==> config.mk <==
export PLATFORM = sky130hd
export DESIGN_NAME = countdown_timer
export DESIGN_NICKNAME = d
export VERILOG_FILES = /design/src/rtl/countdown_pkg.sv /design/src/rtl/btn_edge.sv /design/src/rtl/hex.sv /design/src/rtl/countdown_timer.sv
export SDC_FILE = /design/constraint.sdc
export NUM_CORES = 1
export LEC_CHECK = 0
export BUFFER_PORTS_ARGS = -buffer_cell sky130_fd_sc_hd__buf_2
export CAP_MARGIN = 20
export CORE_ASPECT_RATIO = 1.2
export CORE_MARGIN = 8
export CORE_UTILIZATION = 52
export DETAILED_ROUTE_END_ITERATION = 8
export GPL_TIMING_DRIVEN = 0
export MAX_ROUTING_LAYER = met4
export PLACE_DENSITY = 0.77
export SLEW_MARGIN = 25
export SYNTH_ARGS = -nofsm -noshare
export SYNTH_HDL_FRONTEND = slang
export SYNTH_SLANG_ARGS = --single-unit
==> constraint.sdc <==
create_clock -name clk100_i -period 2.7 [get_ports clk100_i]
set_input_delay 0.27 -clock clk100_i [delete_from_list [all_inputs] [get_ports clk100_i]]
set_output_delay 0.27 -clock clk100_i [all_outputs]
set_load 0.05 [all_outputs]
==> src/rtl/countdown_pkg.sv <==
// Shared types and constants for the four-digit BCD countdown timer.
// Digit order in digits_t is [0]=hundredths .. [3]=tens of seconds.
package countdown_pkg;

  localparam logic [2:0] ST_IDLE  = 3'd0;
  localparam logic [2:0] ST_SET0  = 3'd1;
  localparam logic [2:0] ST_SET1  = 3'd2;
  localparam logic [2:0] ST_SET2  = 3'd3;
  localparam logic [2:0] ST_SET3  = 3'd4;
  localparam logic [2:0] ST_RUN   = 3'd5;
  localparam logic [2:0] ST_ALARM = 3'd6;

  typedef enum logic [2:0] {
    IDLE  = ST_IDLE,
    SET0  = ST_SET0,
    SET1  = ST_SET1,
    SET2  = ST_SET2,
    SET3  = ST_SET3,
    RUN   = ST_RUN,
    ALARM = ST_ALARM
  } state_t;

  localparam logic [3:0] BCD_MAX   = 4'd9;
  localparam logic [6:0] SEG_BLANK = 7'b1111111;

  typedef logic [3:0][3:0] digits_t;

  // Ripple borrow from the hundredths upwards; digits at 0 wrap to 9.
  function automatic digits_t bcd_dec(input digits_t v);
    digits_t r;
    logic    borrow;
    r      = v;
    borrow = 1'b1;
    for (int i = 0; i < 4; i++) begin
      if (borrow) begin
        if (v[i] == 4'd0) begin
          r[i] = BCD_MAX;
        end else begin
          r[i]   = v[i] - 4'd1;
          borrow = 1'b0;
        end
      end
    end
    return r;
  endfunction

endpackage

==> src/rtl/btn_edge.sv <==
// Button synchronizer and falling-edge detector (raw button is active-low).
// Gives exactly one press_o cycle per press; there is no debounce.
module btn_edge (
  input  logic clk100_i,
  input  logic rstn_i,
  input  logic btn_i,
  output logic press_o
);

  logic [2:0] sync_q;
  logic [2:0] sync_d;

  always_comb begin
    sync_d = {sync_q[1:0], ~btn_i};
  end

  always_ff @(posedge clk100_i or negedge rstn_i) begin
    if (!rstn_i) begin
      sync_q <= '0;
    end else begin
      sync_q <= sync_d;
    end
  end

  assign press_o = sync_q[1] & ~sync_q[2];

endmodule

==> src/rtl/hex.sv <==
// BCD to active-low 7-segment decoder, segment order {g,f,e,d,c,b,a}.
// Codes above 9 show a blank digit.
module hex (
  input  logic [3:0] bcd_i,
  output logic [6:0] seg_o
);

  always_comb begin
    case (bcd_i)
      4'd0:    seg_o = 7'b1000000;
      4'd1:    seg_o = 7'b1111001;
      4'd2:    seg_o = 7'b0100100;
      4'd3:    seg_o = 7'b0110000;
      4'd4:    seg_o = 7'b0011001;
      4'd5:    seg_o = 7'b0010010;
      4'd6:    seg_o = 7'b0000010;
      4'd7:    seg_o = 7'b1111000;
      4'd8:    seg_o = 7'b0000000;
      4'd9:    seg_o = 7'b0010000;
      default: seg_o = 7'b1111111;
    endcase
  end

endmodule

==> src/rtl/countdown_timer.sv <==
// Four-digit BCD countdown timer (00.00-99.99 s) with set/change entry and alarm.
// Define COUNTDOWN_BLINK_EN to blink the digit being set and all digits in ALARM.
module countdown_timer
  import countdown_pkg::*;
#(
  parameter int unsigned TICK_CYCLES  = 1000000,
  parameter int unsigned BLINK_CYCLES = 25000000
) (
  input  logic       clk100_i,
  input  logic       rstn_i,
  input  logic       start_stop_i,
  input  logic       set_i,
  input  logic       change_i,
  output logic [6:0] hex0_o,
  output logic [6:0] hex1_o,
  output logic [6:0] hex2_o,
  output logic [6:0] hex3_o,
  output logic       alarm_o,
  output logic       running_o
);

  localparam int unsigned   PW        = $clog2(TICK_CYCLES);
  localparam logic [PW-1:0] TICK_LAST = PW'(TICK_CYCLES - 1);

  logic          ss_p, set_p, change_p;
  state_t        state_q, state_d;
  digits_t       dig_q, dig_d;
  logic [PW-1:0] presc_q, presc_d;
  logic [1:0]    set_idx;
  logic [3:0]    blank;
  logic [6:0]    seg [4];

  btn_edge u_btn_ss     (.clk100_i(clk100_i), .rstn_i(rstn_i), .btn_i(start_stop_i), .press_o(ss_p));
  btn_edge u_btn_set    (.clk100_i(clk100_i), .rstn_i(rstn_i), .btn_i(set_i),        .press_o(set_p));
  btn_edge u_btn_change (.clk100_i(clk100_i), .rstn_i(rstn_i), .btn_i(change_i),     .press_o(change_p));

  assign set_idx = 2'(state_q - SET0);

  // The prescaler only advances in RUN; a tick's decrement is applied even when paused in the same cycle.
  always_comb begin
    state_d = state_q;
    dig_d   = dig_q;
    presc_d = '0;
    case (state_q)
      IDLE: begin
        if (set_p) begin
          state_d = SET0;
        end else if (ss_p && (dig_q != '0)) begin
          state_d = RUN;
        end
      end
      SET0, SET1, SET2, SET3: begin
        if (set_p) begin
          state_d = (state_q == SET3) ? IDLE : state_t'(state_q + 3'd1);
        end else if (change_p) begin
          dig_d[set_idx] = (dig_q[set_idx] == BCD_MAX) ? 4'd0 : dig_q[set_idx] + 4'd1;
        end
      end
      RUN: begin
        if (presc_q == TICK_LAST) begin
          dig_d = bcd_dec(dig_q);
          if (dig_d == '0) begin
            state_d = ALARM;
          end else if (ss_p) begin
            state_d = IDLE;
          end
        end else begin
          presc_d = presc_q + 1'b1;
          if (ss_p) begin
            state_d = IDLE;
          end
        end
      end
      ALARM: begin
        if (ss_p || set_p || change_p) begin
          state_d = IDLE;
        end
      end
      default: state_d = IDLE;
    endcase
  end

  always_ff @(posedge clk100_i or negedge rstn_i) begin
    if (!rstn_i) begin
      state_q <= IDLE;
      dig_q   <= '0;
      presc_q <= '0;
    end else begin
      state_q <= state_d;
      dig_q   <= dig_d;
      presc_q <= presc_d;
    end
  end

  assign alarm_o   = (state_q == ALARM);
  assign running_o = (state_q == RUN);

`ifdef COUNTDOWN_BLINK_EN
  localparam int unsigned   BW         = (BLINK_CYCLES > 1) ? $clog2(BLINK_CYCLES) : 1;
  localparam logic [BW-1:0] BLINK_LAST = BW'(BLINK_CYCLES - 1);

  logic [BW-1:0] blink_cnt_q, blink_cnt_d;
  logic          blink_off_q, blink_off_d;

  // Restarting on every state change makes each new SET state begin with its digit visible.
  always_comb begin
    blink_cnt_d = blink_cnt_q + 1'b1;
    blink_off_d = blink_off_q;
    if (state_d != state_q) begin
      blink_cnt_d = '0;
      blink_off_d = 1'b0;
    end else if (blink_cnt_q == BLINK_LAST) begin
      blink_cnt_d = '0;
      blink_off_d = ~blink_off_q;
    end
  end

  always_ff @(posedge clk100_i or negedge rstn_i) begin
    if (!rstn_i) begin
      blink_cnt_q <= '0;
      blink_off_q <= 1'b0;
    end else begin
      blink_cnt_q <= blink_cnt_d;
      blink_off_q <= blink_off_d;
    end
  end

  always_comb begin
    blank = '0;
    if (blink_off_q) begin
      case (state_q)
        SET0, SET1, SET2, SET3: blank[set_idx] = 1'b1;
        ALARM:                  blank = 4'hF;
        default:                blank = '0;
      endcase
    end
  end
`else
  assign blank = '0;

  if (BLINK_CYCLES == 0) begin : g_blink_unused
  end
`endif

  for (genvar i = 0; i < 4; i++) begin : g_hex
    hex u_hex (.bcd_i(dig_q[i]), .seg_o(seg[i]));
  end

  assign hex0_o = blank[0] ? SEG_BLANK : seg[0];
  assign hex1_o = blank[1] ? SEG_BLANK : seg[1];
  assign hex2_o = blank[2] ? SEG_BLANK : seg[2];
  assign hex3_o = blank[3] ? SEG_BLANK : seg[3];

endmodule

## Word-level counts from Yosys, hierarchy flattened

Memory sizes are Yosys's and may differ from the RTL's.
Index checks and enable logic that the tools add are counted.

- Memories: 4
- ROM bits: 448
- Flip-flop bits (word level): 48

- Eq/ne operators: 14
- Reductions and logical operators: 15
- Magnitude comparators: 2
- $add $sub $neg: 8
- Muxes and demuxes: 47
- Bitwise operators: 9

Memory list:

| name | depth | width | rd ports | clocked after Yosys merged registers in | write ports | line | source |
|---|---|---|---|---|---|---|---|
| (no name shown) | 16 | 7 | 1 | 0 | 0 | hex.sv:9 | `case (bcd_i)` |
| (no name shown) | 16 | 7 | 1 | 0 | 0 | hex.sv:9 |  |
| (no name shown) | 16 | 7 | 1 | 0 | 0 | hex.sv:9 |  |
| (no name shown) | 16 | 7 | 1 | 0 | 0 | hex.sv:9 |  |

Operators by type and width:

| cell | count |
|---|---|
| $mux 4 | 18 |
| $mux 16 | 3 |
| $mux 20 | 2 |
| $pmux 16 s2 | 1 |
| $mux 3 | 8 |
| $add 20x1->20 const B | 1 |
| $eq 20x20->1 const B | 1 |
| $bwmux 16 | 1 |
| $logic_not 16->1 | 1 |
| $logic_not 4->1 | 4 |
| $reduce_bool 16->1 | 1 |
| $sub 4x1->4 const B | 4 |
| $pmux 3 s4 | 1 |
| $mux 1 | 11 |
| $eq 3x3->1 const B | 3 |
| $bmux 4 s2 | 1 |
| $demux 4 s2 | 1 |
| $eq 3x2->1 const B | 2 |
| $ne 2x2->1 const B | 3 |
| $not 1->1 | 6 |
| $add 4x1->4 const B | 1 |
| $eq 4x4->1 const B | 1 |
| $ne 2x1->1 const B | 2 |
| $reduce_and 4->1 | 1 |
| 13 further kinds | 17 |

## Longest topological paths before layout

Gate-level depths: netlist of the first run.

- Word-level depth: 17
- Depth in mapped cells: 12
- Gate-level depth less buffers: 11

## By module

From an unflattened synthesis of the first run, not the netlist that was laid out.

- Cell total of the unflattened synthesis: 465
- Area, all modules: 3851.2 um^2

By module, submodules not included:

| module | sequential area each (um^2) | cells an instance | times used | area each (um^2) |
|---|---|---|---|---|
| countdown_timer | 975.9 | 318 | 1 | 2732.6 |
| hex | 0.0 | 33 | 4 | 210.2 |
| btn_edge | 75.1 | 5 | 3 | 92.6 |

## Worst setup path after synthesis of the first run

OpenSTA, ideal clock, no wires.

- Path type: reg2reg
- From: reg state_q[0]
- To: reg dig_q[7] in the netlist's numbering
- Cell stages (with the launch flop): 12
- Library setup time: 0.126 ns
- Path buffers: 1
- Data arrival time: 2.535 ns
- Period minus slack after synthesis: 2.661 ns
- Slack: 0.039 ns
- Cells stage by stage: dfrtp_1 -> clkbuf_1 -> inv_1 -> ha_1 -> mux4_2 -> inv_1 -> ha_1 -> inv_1 -> o21ai_0 -> mux2i_1 -> and2_1 -> a221o_1

- Longest elaborated chain between the ends: 9
- Elaborated cells between the ends (all ways): 26

Ends and longest elaborated chain:

| item | line | source |
|---|---|---|
| start, declared | countdown_timer.sv:26 | `state_t state_q, state_d;` |
| start signal, assigned | countdown_timer.sv:89 | `state_q <= state_d;` |
| $sub 2x1->2 | countdown_timer.sv:37 | `assign set_idx = 2'(state_q - SET0);` |
| $bmux 4 s2, or another cell as far along | countdown_timer.sv:56 | `dig_d[set_idx] = (dig_q[set_idx] == BCD_MAX) ? 4'd0 : dig_q[set_idx] + 4'd1;` |
| $mux 4 (implied by the code) or $logic_and 1x1->1 (tied branches) | countdown_timer.sv:56 |  |
| $add 4x1->4, or another cell as far along | countdown_timer.sv:56 |  |
| $mux 4 or $demux 4 s2 (tied branches) | countdown_timer.sv:56 |  |
| $bwmux 16 | countdown_timer.sv:56 |  |
| $mux 16 | countdown_timer.sv:55 | `end else if (change_p) begin` |
| $mux 16 | countdown_timer.sv:53 | `if (set_p) begin` |
| $pmux 16 s2 | countdown_timer.sv:44 | `case (state_q)` |
| end signal, assigned | countdown_timer.sv:90 | `dig_q <= dig_d;` |
| end, declared | countdown_timer.sv:27 | `digits_t dig_q, dig_d;` |

Several ways; a longest one is shown, not always the timed one. The select of a mux whose other input is x is not followed.
A chain may end at the register's enable or synchronous reset.

## Worst setup path after layout of the first run

- From: reg state_q[0]
- To: reg dig_q[13] in the netlist's numbering

Same word-level chain as after synthesis.

==> results of run 1 <==
[cell type report]
type	instances	area share
multi-input combinational	327	0.5535
clock inverter	3	0.01125
clock buffer	5	0.01672
buffer	14	0.01733
inverter	27	0.02553
sequential	48	0.2921
tap	87	0.02644
timing repair buffer	42	0.05714
[sequential cells by signal (all words and copies together), names as in the netlist]
signal,count
u_btn_set.sync_q,3
state_q,3
u_btn_change.sync_q,3
u_btn_ss.sync_q,3
dig_q,16
presc_q,20
[worst register-to-register path: cells and delay by family (launching register included)]
kind | cells | cell delay, ns
simple gates | 3 | 0.59
fa+ha+maj | 2 | 0.49
buf+inv | 4 | 0.45
flops | 1 | 0.38
mux | 1 | 0.34
compound gates | 2 | 0.23
[metrics by stage]
stage	TNS (ns)	instances	instance area (sq um)	worst slack [ns]	hold WS (ns)
detailed placement	-4.225	537	3885	-0.4079	0.3236
CTS	0	547	4048	0.004422	0.08578
global route	0	553	4116	0.006091	0.07755
global placement	-2.567	537	3882	-0.2862	0.3324
floorplan	0	416	3603	0.03928	-0.02559
finish	0	553	4116	0.1033	0.09525
[cell usage in the layout (no fill, tap or decap), types with 6 or more instances in the layout]
| cell | instances |
|---|---|
| sky130_fd_sc_hd__a21oi_1 | 36 |
| sky130_fd_sc_hd__nand4_1 | 6 |
| sky130_fd_sc_hd__dfrtp_1 | 47 |
| sky130_fd_sc_hd__nor2_1 | 51 |
| sky130_fd_sc_hd__buf_4 | 8 |
| sky130_fd_sc_hd__inv_1 | 23 |
| sky130_fd_sc_hd__o21ai_0 | 21 |
| sky130_fd_sc_hd__nand2_1 | 28 |
| sky130_fd_sc_hd__buf_2 | 36 |
| sky130_fd_sc_hd__mux2i_1 | 6 |
| sky130_fd_sc_hd__clkbuf_1 | 6 |
| sky130_fd_sc_hd__a31oi_1 | 7 |
| sky130_fd_sc_hd__nor3_1 | 8 |
| sky130_fd_sc_hd__nand3_1 | 14 |
| sky130_fd_sc_hd__xor2_1 | 14 |
| sky130_fd_sc_hd__ha_1 | 27 |
[synthesized netlist by cell type (5+ instances only)]
cell / instances
sky130_fd_sc_hd__nor2_1: 51
sky130_fd_sc_hd__nand2_1: 28
sky130_fd_sc_hd__a21oi_1: 36
sky130_fd_sc_hd__nand3_1: 14
sky130_fd_sc_hd__xor2_1: 14
sky130_fd_sc_hd__clkbuf_1: 7
sky130_fd_sc_hd__mux2i_1: 6
sky130_fd_sc_hd__ha_1: 30
sky130_fd_sc_hd__o2bb2ai_1: 5
sky130_fd_sc_hd__nand4_1: 6
sky130_fd_sc_hd__a31oi_1: 7
sky130_fd_sc_hd__dfrtp_1: 48
sky130_fd_sc_hd__o21ai_0: 22
sky130_fd_sc_hd__nor3_1: 8
sky130_fd_sc_hd__a211oi_1: 5
sky130_fd_sc_hd__inv_1: 26
sky130_fd_sc_hd__xnor2_1: 5
sky130_fd_sc_hd__nor3b_1: 5
sky130_fd_sc_hd__nand2b_1: 5
[routing by layer]
| metal | wire, um | share of wire | global-route usage | up-vias |
|---|---|---|---|---|
| met5 | 0 | 0 | - | - |
| met4 | 240 | 0.027 | 0.08997 | 0 |
| met3 | 475 | 0.053 | 0.02306 | 29 |
| met2 | 4582 | 0.51 | 0.3199 | 126 |
| met1 | 3629 | 0.41 | 0.1978 | 1607 |
| li1 | - | - | - | 1602 |
[final timing paths]
path,cells after the start,endpoint
hold / removal,2,u_btn_change.sync_q[0]
min in group asynchronous,2,presc_q[15]
max in group asynchronous,2,state_q[1]
hold reg to reg,0,u_btn_ss.sync_q[1]
setup / recovery,12,dig_q[13]
setup reg to reg,12,dig_q[13]
[timing repair]
item,in CTS,in global routing
gates resized for setup,7,11
buffers inserted,1,6
pin swaps,0,1
endpoints found under the setup margin,18,13
hold buffers,1,0
gates cloned,0,0
endpoints found under the hold margin,48,0
[cells by family after synthesis]
family                     synth area share
xor gates and xnor gates            0.04618
buffers and inverters               0.04583
muxes                               0.04167
AOI/OAI and AO/OA                    0.1997
and+or+nand+nor                      0.2292
DFF                                  0.3333
adders and majority gates            0.1042
==> run summary, run 1 <==
The clock drives 48 sinks. Entering global routing, the biggest net connects 49 pins. In this run the worst path has a maximum fanout of 6. TritonCTS built the clock tree. The average instance in the mapped netlist occupies 8.662 sq um. The start point of the worst min-delay path is change_i.

The number of max-cap violations is 0. Ranked by total cell area, the synthesized netlist is headed by sky130_fd_sc_hd__dfrtp_1 33%, sky130_fd_sc_hd__ha_1 10%, sky130_fd_sc_hd__nor2_1 5.3%. The floorplan die area was 9860 sq um; the total grt overflow was 0. Number of diodes added for antenna fixing: 0. The number of nets in the synthesized netlist was 451; the post-layout minimum cycle time was 2.597 ns.

For the final database, setup skew stands at 0.005395 ns. Yosys printed 0 warnings. The logs give 6428 um for the placed wire-length estimate and 0.5871 for the worst max-slew margin expressed relative to the limit.

The number of max-slew violations in the final report is 0. The run gives 3364 as the number of vias after detailed routing. The tools report the post-detailed-routing wire length as 8928 um. The total of buffers placed on input and output ports works out to 34. The clock latency of the later-clocked register in the worst-skew pair is 0.30 ns, and the post-synthesis instance area is 3603 sq um.

Yosys mapped a number of flops with a built-in enable equal to 0. The first global-routing pass estimated 14430 um of wire. In this run the number of H-tree levels came out at 2.

The worst hold path belongs to the class in -> reg. The tools report the total track usage as 0.1818. The area overhead of the layout relative to synthesis came out at 14.24%. The proportion of synthesized flip-flops having asynchronous set or reset was 1.000.

The setup check on the worst reg-to-reg path leaves a slack of 0.10 ns. The tools report the fraction of the core area covered by cells at the end of the flow as 0.6079. The tools report the first-pass detailed-route iteration total as 5. The kind of cell with the highest combined delay along the critical path is simple AND/OR/NAND/NOR gates. The I/O pin count was 35. The worst setup path is captured at a register. The post-route DRC violation count is 0. Of all cell types, the one taking the most synthesized area is sky130_fd_sc_hd__dfrtp_1. The signal on the critical path passes through buf_6 > clkinvlp_4 > ha_4 > mux4_2 > inv_1 > ha_1 > inv_1 > nor3b_2 > nor2_1 > nor2_1 > o2bb2ai_1 > a22oi_1. The most frequently used flop master after synthesis was sky130_fd_sc_hd__dfrtp_1.

The detail route stage leaves a number of antenna-violating nets equal to 0. The kind of critical path is reg -> reg. Using the TritonRoute via totals, the vias-per-cell ratio works out to 6.083.

The synthesized netlist contains 67 unique library cells. The portion of synthesized cell area occupied by the leading cell type works out to 0.3333. The floorplan has 33 rows. The run finished with clean final reports. The width of the die is 91.99 um, and the number of hold violations in the final report is 0. For the pin with the worst max-slew slack, the measured transition is 0.6194 ns. The flop and latch count out of synthesis was 48. Setup repair after global routing left no endpoint under its margin.

In this run the critical register-to-register path is launched from state_q[0]. For the worst path required time, the log shows 2.88 ns. In the final routed layout, each cell accounts on average for 16.14 um. The arrival time of data at the critical path endpoint was 2.78 ns; the total core area was 6771 sq um. Among all stages on the critical path, the largest delay is contributed by sky130_fd_sc_hd__dfrtp_1. The tools report the cell chosen for the clock root as sky130_fd_sc_hd__clkbuf_8. Measured along the y axis, the die boundary spans 107.2 um.

The layout has 595 filler cells. Fraction of the cycle the final worst path needs: 0.9617. The run gives 2 as the number of buffers on the longest clock path. The worst setup path is launched from a register.

The logs give 3159 for the number of global-route vias before repair and 0.3851 GHz for the maximum clock frequency. The count of buffering cells on the critical path with inverters included works out to 4. For the sequential share of the synthesized area, the log shows 0.3333. The share of cells above drive strength 1 was 0.1781; the number of buffers added by the clock tree synthesis step was 5. The total number of nets in the final design is 500. The multi-input combinational cells in the finished layout cover a total of 2278 sq um. In the final layout, flip-flops and latches occupy 1202 sq um.

In this run the worst setup path begins at state_q[0]. The initial antenna violation count is 0, and the post-synthesis instance total is 416. The final number of setup-violating endpoints is 0, and the detailed router's first-iteration violation count is 225. On the worst path, the slowest cell contributes a delay of 0.38 ns. After clock tree synthesis, the clock-pin slew on the worst setup and hold paths is 0.10 ns. Weighted congestion at the end of routability-driven global placement: 0.9337.

The effective utilization at floorplan was 0.5322.
Power of run 1 is not shown: default switching activity piles up to over one toggle a cycle in this logic, so the estimate is an artifact.
==> run 2: changes to the inputs <==
- HOLD_SLACK_MARGIN: not set -> 0.15
==> run 2 against run 1 <==
Non-clock buffer count up 3. Worst setup slack about the same. Critical path depth down 1. Wire length down 0.30%. Count of clock-buffer cells in the layout unchanged. Cell count up 0.54%. Flip-flop and latch count unchanged. First-iteration DRC count down 6.2%. Global-route usage unchanged. Sequential share of layout area down 0.21 points. Clock skew up 0.0019 ns. Largest cell class unchanged.
==> run summary, run 2 (synthesized netlist as in run 1, its figures left out) <==
The largest registers in the layout are presc_q x20, dig_q x16. The register with the highest flop count was presc_q. The flow ran to the end, and the final reports show no timing, DRC or antenna violations. Walking the worst path, the cells encountered are buf_6 > clkinvlp_4 > ha_4 > mux4_2 > inv_1 > ha_1 > inv_1 > o21ai_1 > mux2i_1 > and2_1 > a221o_1.

The count of buffering cells on the critical path with inverters included was 4. From bottom edge to top edge, the die measures 107.2 um. The effective utilization at floorplan is 0.5322. Fraction of the cycle the final worst path needs: 0.9617. The type of element capturing the critical path was a register. The worst setup path is launched from a register. For this run, design rule violations remaining after detail routing come to 0. For the depth of the CTS H-tree, the log shows 2. The min-delay analysis places its worst path in the category reg -> reg. The global routing usage on met1 is 0.1978. The weighted congestion at the end of routability-driven global placement came out at 0.9337.

The total number of nets in the final design came out at 503. The global-route met2 utilization is 0.3199, and the first-pass GRT wire length is 14430 um. The flip-flop count of the largest register after layout was 20.

TritonCTS built the clock tree. The initial antenna violation count is 0. In the layout the commonest cells are 51 x sky130_fd_sc_hd__nor2_1, 47 x sky130_fd_sc_hd__dfrtp_1, 36 x sky130_fd_sc_hd__a21oi_1, 36 x sky130_fd_sc_hd__buf_2, 28 x sky130_fd_sc_hd__nand2_1. The total overflow left after global routing is 0. Fill cells in the final layout number 592.

The count of buffers added on input and output ports is 34. The floorplan step defined a die boundary enclosing 9860 sq um. The logs give 0 for the number of hold violations in the final report and 2 for the number of buffers on the longest clock path. For this design, the sink count on the clock tree is 48.

The most common library cell in the layout ignoring fill and taps is sky130_fd_sc_hd__nor2_1. The region available for standard cell placement spans 6771 sq um. The critical path is of the reg -> reg type.

Clock-pin slew was measured on the worst setup and hold paths at 0.10 ns. The width of the die works out to 91.99 um. Entering global routing, the biggest net connects 49 pins.

Broken down by cell family, the worst path's largest delay share belongs to compound AO/OA/AOI/OAI gates. The worst max-slew margin expressed relative to the limit was 0.5929. The I/O pin count was 35. For the arrival time of data at the critical path endpoint, the log shows 2.79 ns. After global routing, the most crowded layer is met2. Before antenna repair, the detailed router went through 4 iterations. The logs give 0.02306 for the routing usage on met3 and 211 for the detailed router's first-iteration violation count.

The post-layout minimum cycle time is 2.597 ns, and the final setup skew is 0.007335 ns. Along the worst path, the maximum fanout reaches 6. Worst path required time: 2.90 ns. The number of buffers added by the clock tree synthesis step was 5. In this design, the stage delay of the slowest critical-path cell is 0.38 ns. For the worst-skew pair, the clock arrives at the later sink with an insertion delay of 0.30 ns.

At the pin with the least slew margin, the transition time is 0.6106 ns. Post-route worst hold slack: 0.3543 ns. Routed wirelength normalized by instance count: 16.01 um. The routed layout has 3373 vias. The logs give 0 for the number of diodes added for antenna fixing and 3159 for the number of global-route vias before repair. Setup repair after global routing left no endpoint under its margin.

The run gives 33 as the row count. For the post-detailed-routing wire length, the log shows 8901 um. Relative to the synthesized area, the layout overhead comes to 15.07%.

The detail route stage leaves a number of antenna-violating nets equal to 0. The final number of setup-violating endpoints came out at 0. By instance count, the cell type seen most on the critical path is sky130_fd_sc_hd__inv_1.

The total track usage is 0.1818, and the placed wire-length estimate is 6428 um. The share of cells above drive strength 1 is 0.1770. The tool flagged a number of max-cap violations equal to 0. The root buffer cell chosen for the clock tree is sky130_fd_sc_hd__clkbuf_8. Derived from the worst setup path, the maximum achievable clock frequency is 0.3851 GHz. The number of max-slew violations in the final report was 0.

The slowest stage of the critical path is the sky130_fd_sc_hd__dfrtp_1 cell. After detailed routing, the number of vias per cell comes to 6.067.
run 2: worst register-to-register path, delay by kind of cell (launching register included):
kind	cells	cell delay [ns]
flops	1	0.38
fa+ha+maj	2	0.49
compound gates	2	0.50
mux	2	0.46
buf+inv	4	0.44
simple gates	1	0.23
run 2: layout make-up:
class                           instances  area [sq um]  share of cell area
Tap cell                               87         108.9             0.02625
Timing Repair Buffer                   45         265.3             0.06397
Buffer                                 14         71.32             0.01720
Clock inverter                          3         46.29             0.01116
Inverter                               27         105.1             0.02535
Multi-Input combinational cell        327          2278              0.5495
Clock buffer                            5         68.82             0.01660
Sequential cell                        48          1202              0.2900
run 2: worst paths after layout:
path                                         start                 end  slack, ns  cells past startpoint
max in group asynchronous                   rstn_i          state_q[1]       1.73                      2
worst min register to register  u_btn_ss.sync_q[0]  u_btn_ss.sync_q[1]       0.35                      0
worst max register to register          state_q[0]            dig_q[7]       0.10                     11
worst min-delay path            u_btn_ss.sync_q[0]  u_btn_ss.sync_q[1]       0.35                      0
worst max-delay path                    state_q[0]            dig_q[7]       0.10                     11
min in group asynchronous                   rstn_i         presc_q[15]       0.52                      2
run 2: stage by stage:
stage / cell area (sq um) / setup slack (ns) / cells / TNS, ns / util
5_1_grt: 4146 / 0.006091 / 556 / 0 / 0.6123
4_1_cts: 4078 / 0.004422 / 550 / 0 / 0.6022
3_5_place_dp: 3885 / -0.4079 / 537 / -4.225 / 0.5737
2_1_floorplan: 3603 / 0.03928 / 416 / 0 / -
3_3_place_gp: 3882 / -0.2862 / 537 / -2.567 / 0.5734
6_report: 4146 / 0.1034 / 556 / 0 / 0.6123
run 2: routing by layer:
metal / wire, um / share of wire
met2: 4528 / 0.51
met1: 3621 / 0.41
met4: 276 / 0.031
met5: 0 / 0
met3: 476 / 0.053
run 2: timing repair:
action                                  in CTS  in global routing
pin swaps                                    0                  1
setup buffers                                1                  6
gates resized for setup                      7                 11
endpoints found under the setup margin      18                 13
hold buffers                                 4                  0
endpoints found under the hold margin       51                  0
cloned                                       0                  0
Power of run 2 is left out for the same reason.
==> run 3: changes to the inputs <==
- PLACE_DENSITY: 0.77 -> not set
- PLACE_DENSITY_LB_ADDON: not set -> 0.2
==> run 3 against run 2 <==
Count of clock-buffer cells in the layout unchanged. Via count down 1.8%. Maximum frequency is 0.76% higher. Wire length is 1.9% higher. Die area is the same. Register-to-register slack improved by 0.02 ns. Clock skew increased by 0.0011 ns. First-iteration DRC count rose by 17%. Worst setup slack better by 0.020 ns. Hold slack better by 0.0083 ns. Global-route usage grew 0.81 points.
==> run summary, run 3 (synthesized netlist as in run 1, its figures left out) <==
The run finished with clean final reports. The logs give 48 for the clock sink count and 0.3880 GHz for the maximum clock frequency. Launching element type of the critical path: a register. The path class of the tightest hold or removal check is reg -> reg. The area overhead of the layout relative to synthesis is 14.51%. The share of cells above drive strength 1 was 0.1816; the routed wirelength normalized by instance count was 16.34 um. The cell chosen for the clock root is sky130_fd_sc_hd__clkbuf_8. 35 I/O pins were placed.

Number of max-slew violations in the final report: 0. The run gives 0 as the number of hold violations in the final report. Setup violations remaining at the end of the flow were counted as 0.

The die covers 9860 sq um. In this run the vertical extent of the chip is 107.2 um. The average vias per placed instance was 5.966. The minimum setup slack among reg-to-reg paths is 0.12 ns. Subtracting the final worst setup slack from the clock period gives 2.577 ns. For this run, design rule violations remaining after detail routing come to 0.

Clock-pin slew was measured on the worst setup and hold paths at 0.10 ns. For the non-filler instance count after layout, the log shows 555. Leaving out fill and tap cells, the most frequent cell in the layout is sky130_fd_sc_hd__nor2_1. The depth of the CTS H-tree was 2. The critical path is of the reg -> reg type.

The logs give 5 for the number of buffers added by the clock tree synthesis step and 0 for the number of diodes added for antenna fixing. Launching instance or port of the critical path: state_q[0]. The row count was 33; the placed wire-length estimate was 6717 um.

From left edge to right edge, the die measures 91.99 um. The first routing iteration left 247 violations. The tools report the final setup skew as 0.008466 ns.

For the number of max-cap violations, the log shows 0. Counting flops per register, the top entry is presc_q. Capture point of the critical path: dig_q[7]. Area of all placed cells without fillers: 4126 sq um.

The reg-to-reg critical path startpoint is state_q[0]. The fraction of the cycle the final worst path needs works out to 0.9544. For this block, the routed nets add up to 9068 um of wire. Once routing completed, OpenROAD measured the worst setup slack at 0.1230 ns.

Number of vias after detailed routing: 3311. The first global-routing pass estimated 15000 um of wire. Entering global routing, the biggest net connects 49 pins. The worst path required time is 2.90 ns. TritonCTS built the clock tree. The tools report the type of element capturing the critical path as a register. The path depth of the worst reg2reg path was 11. The run gives 0.5322 as the effective utilization at floorplan. The total number of nets in the final design is 502. In this run the deepest clock path goes through 2 buffers. The tools report the initial antenna violation count as 0.

In this run the critical register-to-register path is captured at dig_q[7]. The register with the most flip-flops in the layout has 20 of them. Transition at the pin with the smallest max-transition slack: 0.6122 ns. The arrival time of data at the critical path endpoint is 2.78 ns. In this run the worst path has a maximum fanout of 6.

The total of buffers placed on input and output ports is 34, and the total grt overflow is 0. The run gives 0.31 ns as the clock latency of the later-clocked register in the worst-skew pair. The tightest hold path in the finished design has a slack of 0.3626 ns. The run gives -0.3756 ns as the post-place setup slack. The number of global-route vias before repair was 3169. In this run the remaining antenna-violating nets after routing total 0. The first TritonRoute pass finished after 5 iterations. The cell count after placement is 537, and the total core area is 6771 sq um.

For the total track usage, the log shows 0.1899. The placed cell area is 3885 sq um, and the weighted congestion at the end of routability-driven global placement is 0.9196. The largest registers in the layout are presc_q x20, dig_q x16. The worst max-slew margin expressed relative to the limit is 0.5919.

In the layout the commonest cells are 51 x sky130_fd_sc_hd__nor2_1, 46 x sky130_fd_sc_hd__dfrtp_1, 36 x sky130_fd_sc_hd__a21oi_1, 36 x sky130_fd_sc_hd__buf_2, 28 x sky130_fd_sc_hd__nand2_1.
run 3: what timing repair did:
item | in CTS | in global routing
hold buffers | 4 | 0
gates cloned | 0 | 0
setup buffers | 1 | 5
endpoints found under the setup margin | 19 | 13
pin swaps | 0 | 1
hold endpoints to repair | 51 | 0
resized for setup | 8 | 12
run 3: final cells by class:
type / instances / area (sq um)
sequential: 48 / 1204
multi-input combinational: 327 / 2285
tap: 87 / 108.9
buffer: 14 / 71.32
clock inverter: 3 / 26.28
inverter: 27 / 105.1
clock buffer: 5 / 68.82
fill: 613 / 2645
timing repair buffer: 44 / 257.7
run 3: critical path: stages, from the launching register on:
cell and delay, ns:
sky130_fd_sc_hd__dfrtp_1 0.38, sky130_fd_sc_hd__buf_6 0.15, sky130_fd_sc_hd__clkinvlp_4 0.13, sky130_fd_sc_hd__ha_4 0.33
sky130_fd_sc_hd__mux4_2 0.34, sky130_fd_sc_hd__inv_1 0.08, sky130_fd_sc_hd__ha_1 0.17, sky130_fd_sc_hd__inv_1 0.07
sky130_fd_sc_hd__o21ai_0 0.16, sky130_fd_sc_hd__mux2i_1 0.10, sky130_fd_sc_hd__and2_2 0.23, sky130_fd_sc_hd__a221o_1 0.34
run 3: worst min-delay path by stage:
stage | start | to | slack (ns) | cells past startpoint
detailed placement | rstn_i | presc_q[14] | 0.32 | 1
finish | u_btn_change.sync_q[0] | u_btn_change.sync_q[1] | 0.36 | 0
global placement | u_btn_change.sync_q[0] | u_btn_change.sync_q[1] | 0.33 | 0
CTS | u_btn_set.sync_q[0] | u_btn_set.sync_q[1] | 0.37 | 0
global route | u_btn_change.sync_q[0] | u_btn_change.sync_q[1] | 0.38 | 0
floorplan | rstn_i | dig_q[0] | -0.03 | 0
run 3: per-stage QoR:
| step | TNS (ns) | utilization |
|---|---|---|
| 2_1_floorplan | 0 | - |
| 3_3_place_gp | -3.109 | 0.5734 |
| 3_5_place_dp | -4.288 | 0.5737 |
| 4_1_cts | 0 | 0.5996 |
| 5_1_grt | -0.01554 | 0.6094 |
| 6_report | 0 | 0.6094 |
run 3: per-layer routing:
metal | track usage | up-vias | routed length [um]
met2 | 0.3408 | 102 | 4692
li1 | - | 1611 | -
met5 | - | - | 0
met1 | 0.2081 | 1582 | 3756
met4 | 0.07266 | 0 | 174
met3 | 0.02516 | 16 | 445
Power of run 3 is left out for the same reason.
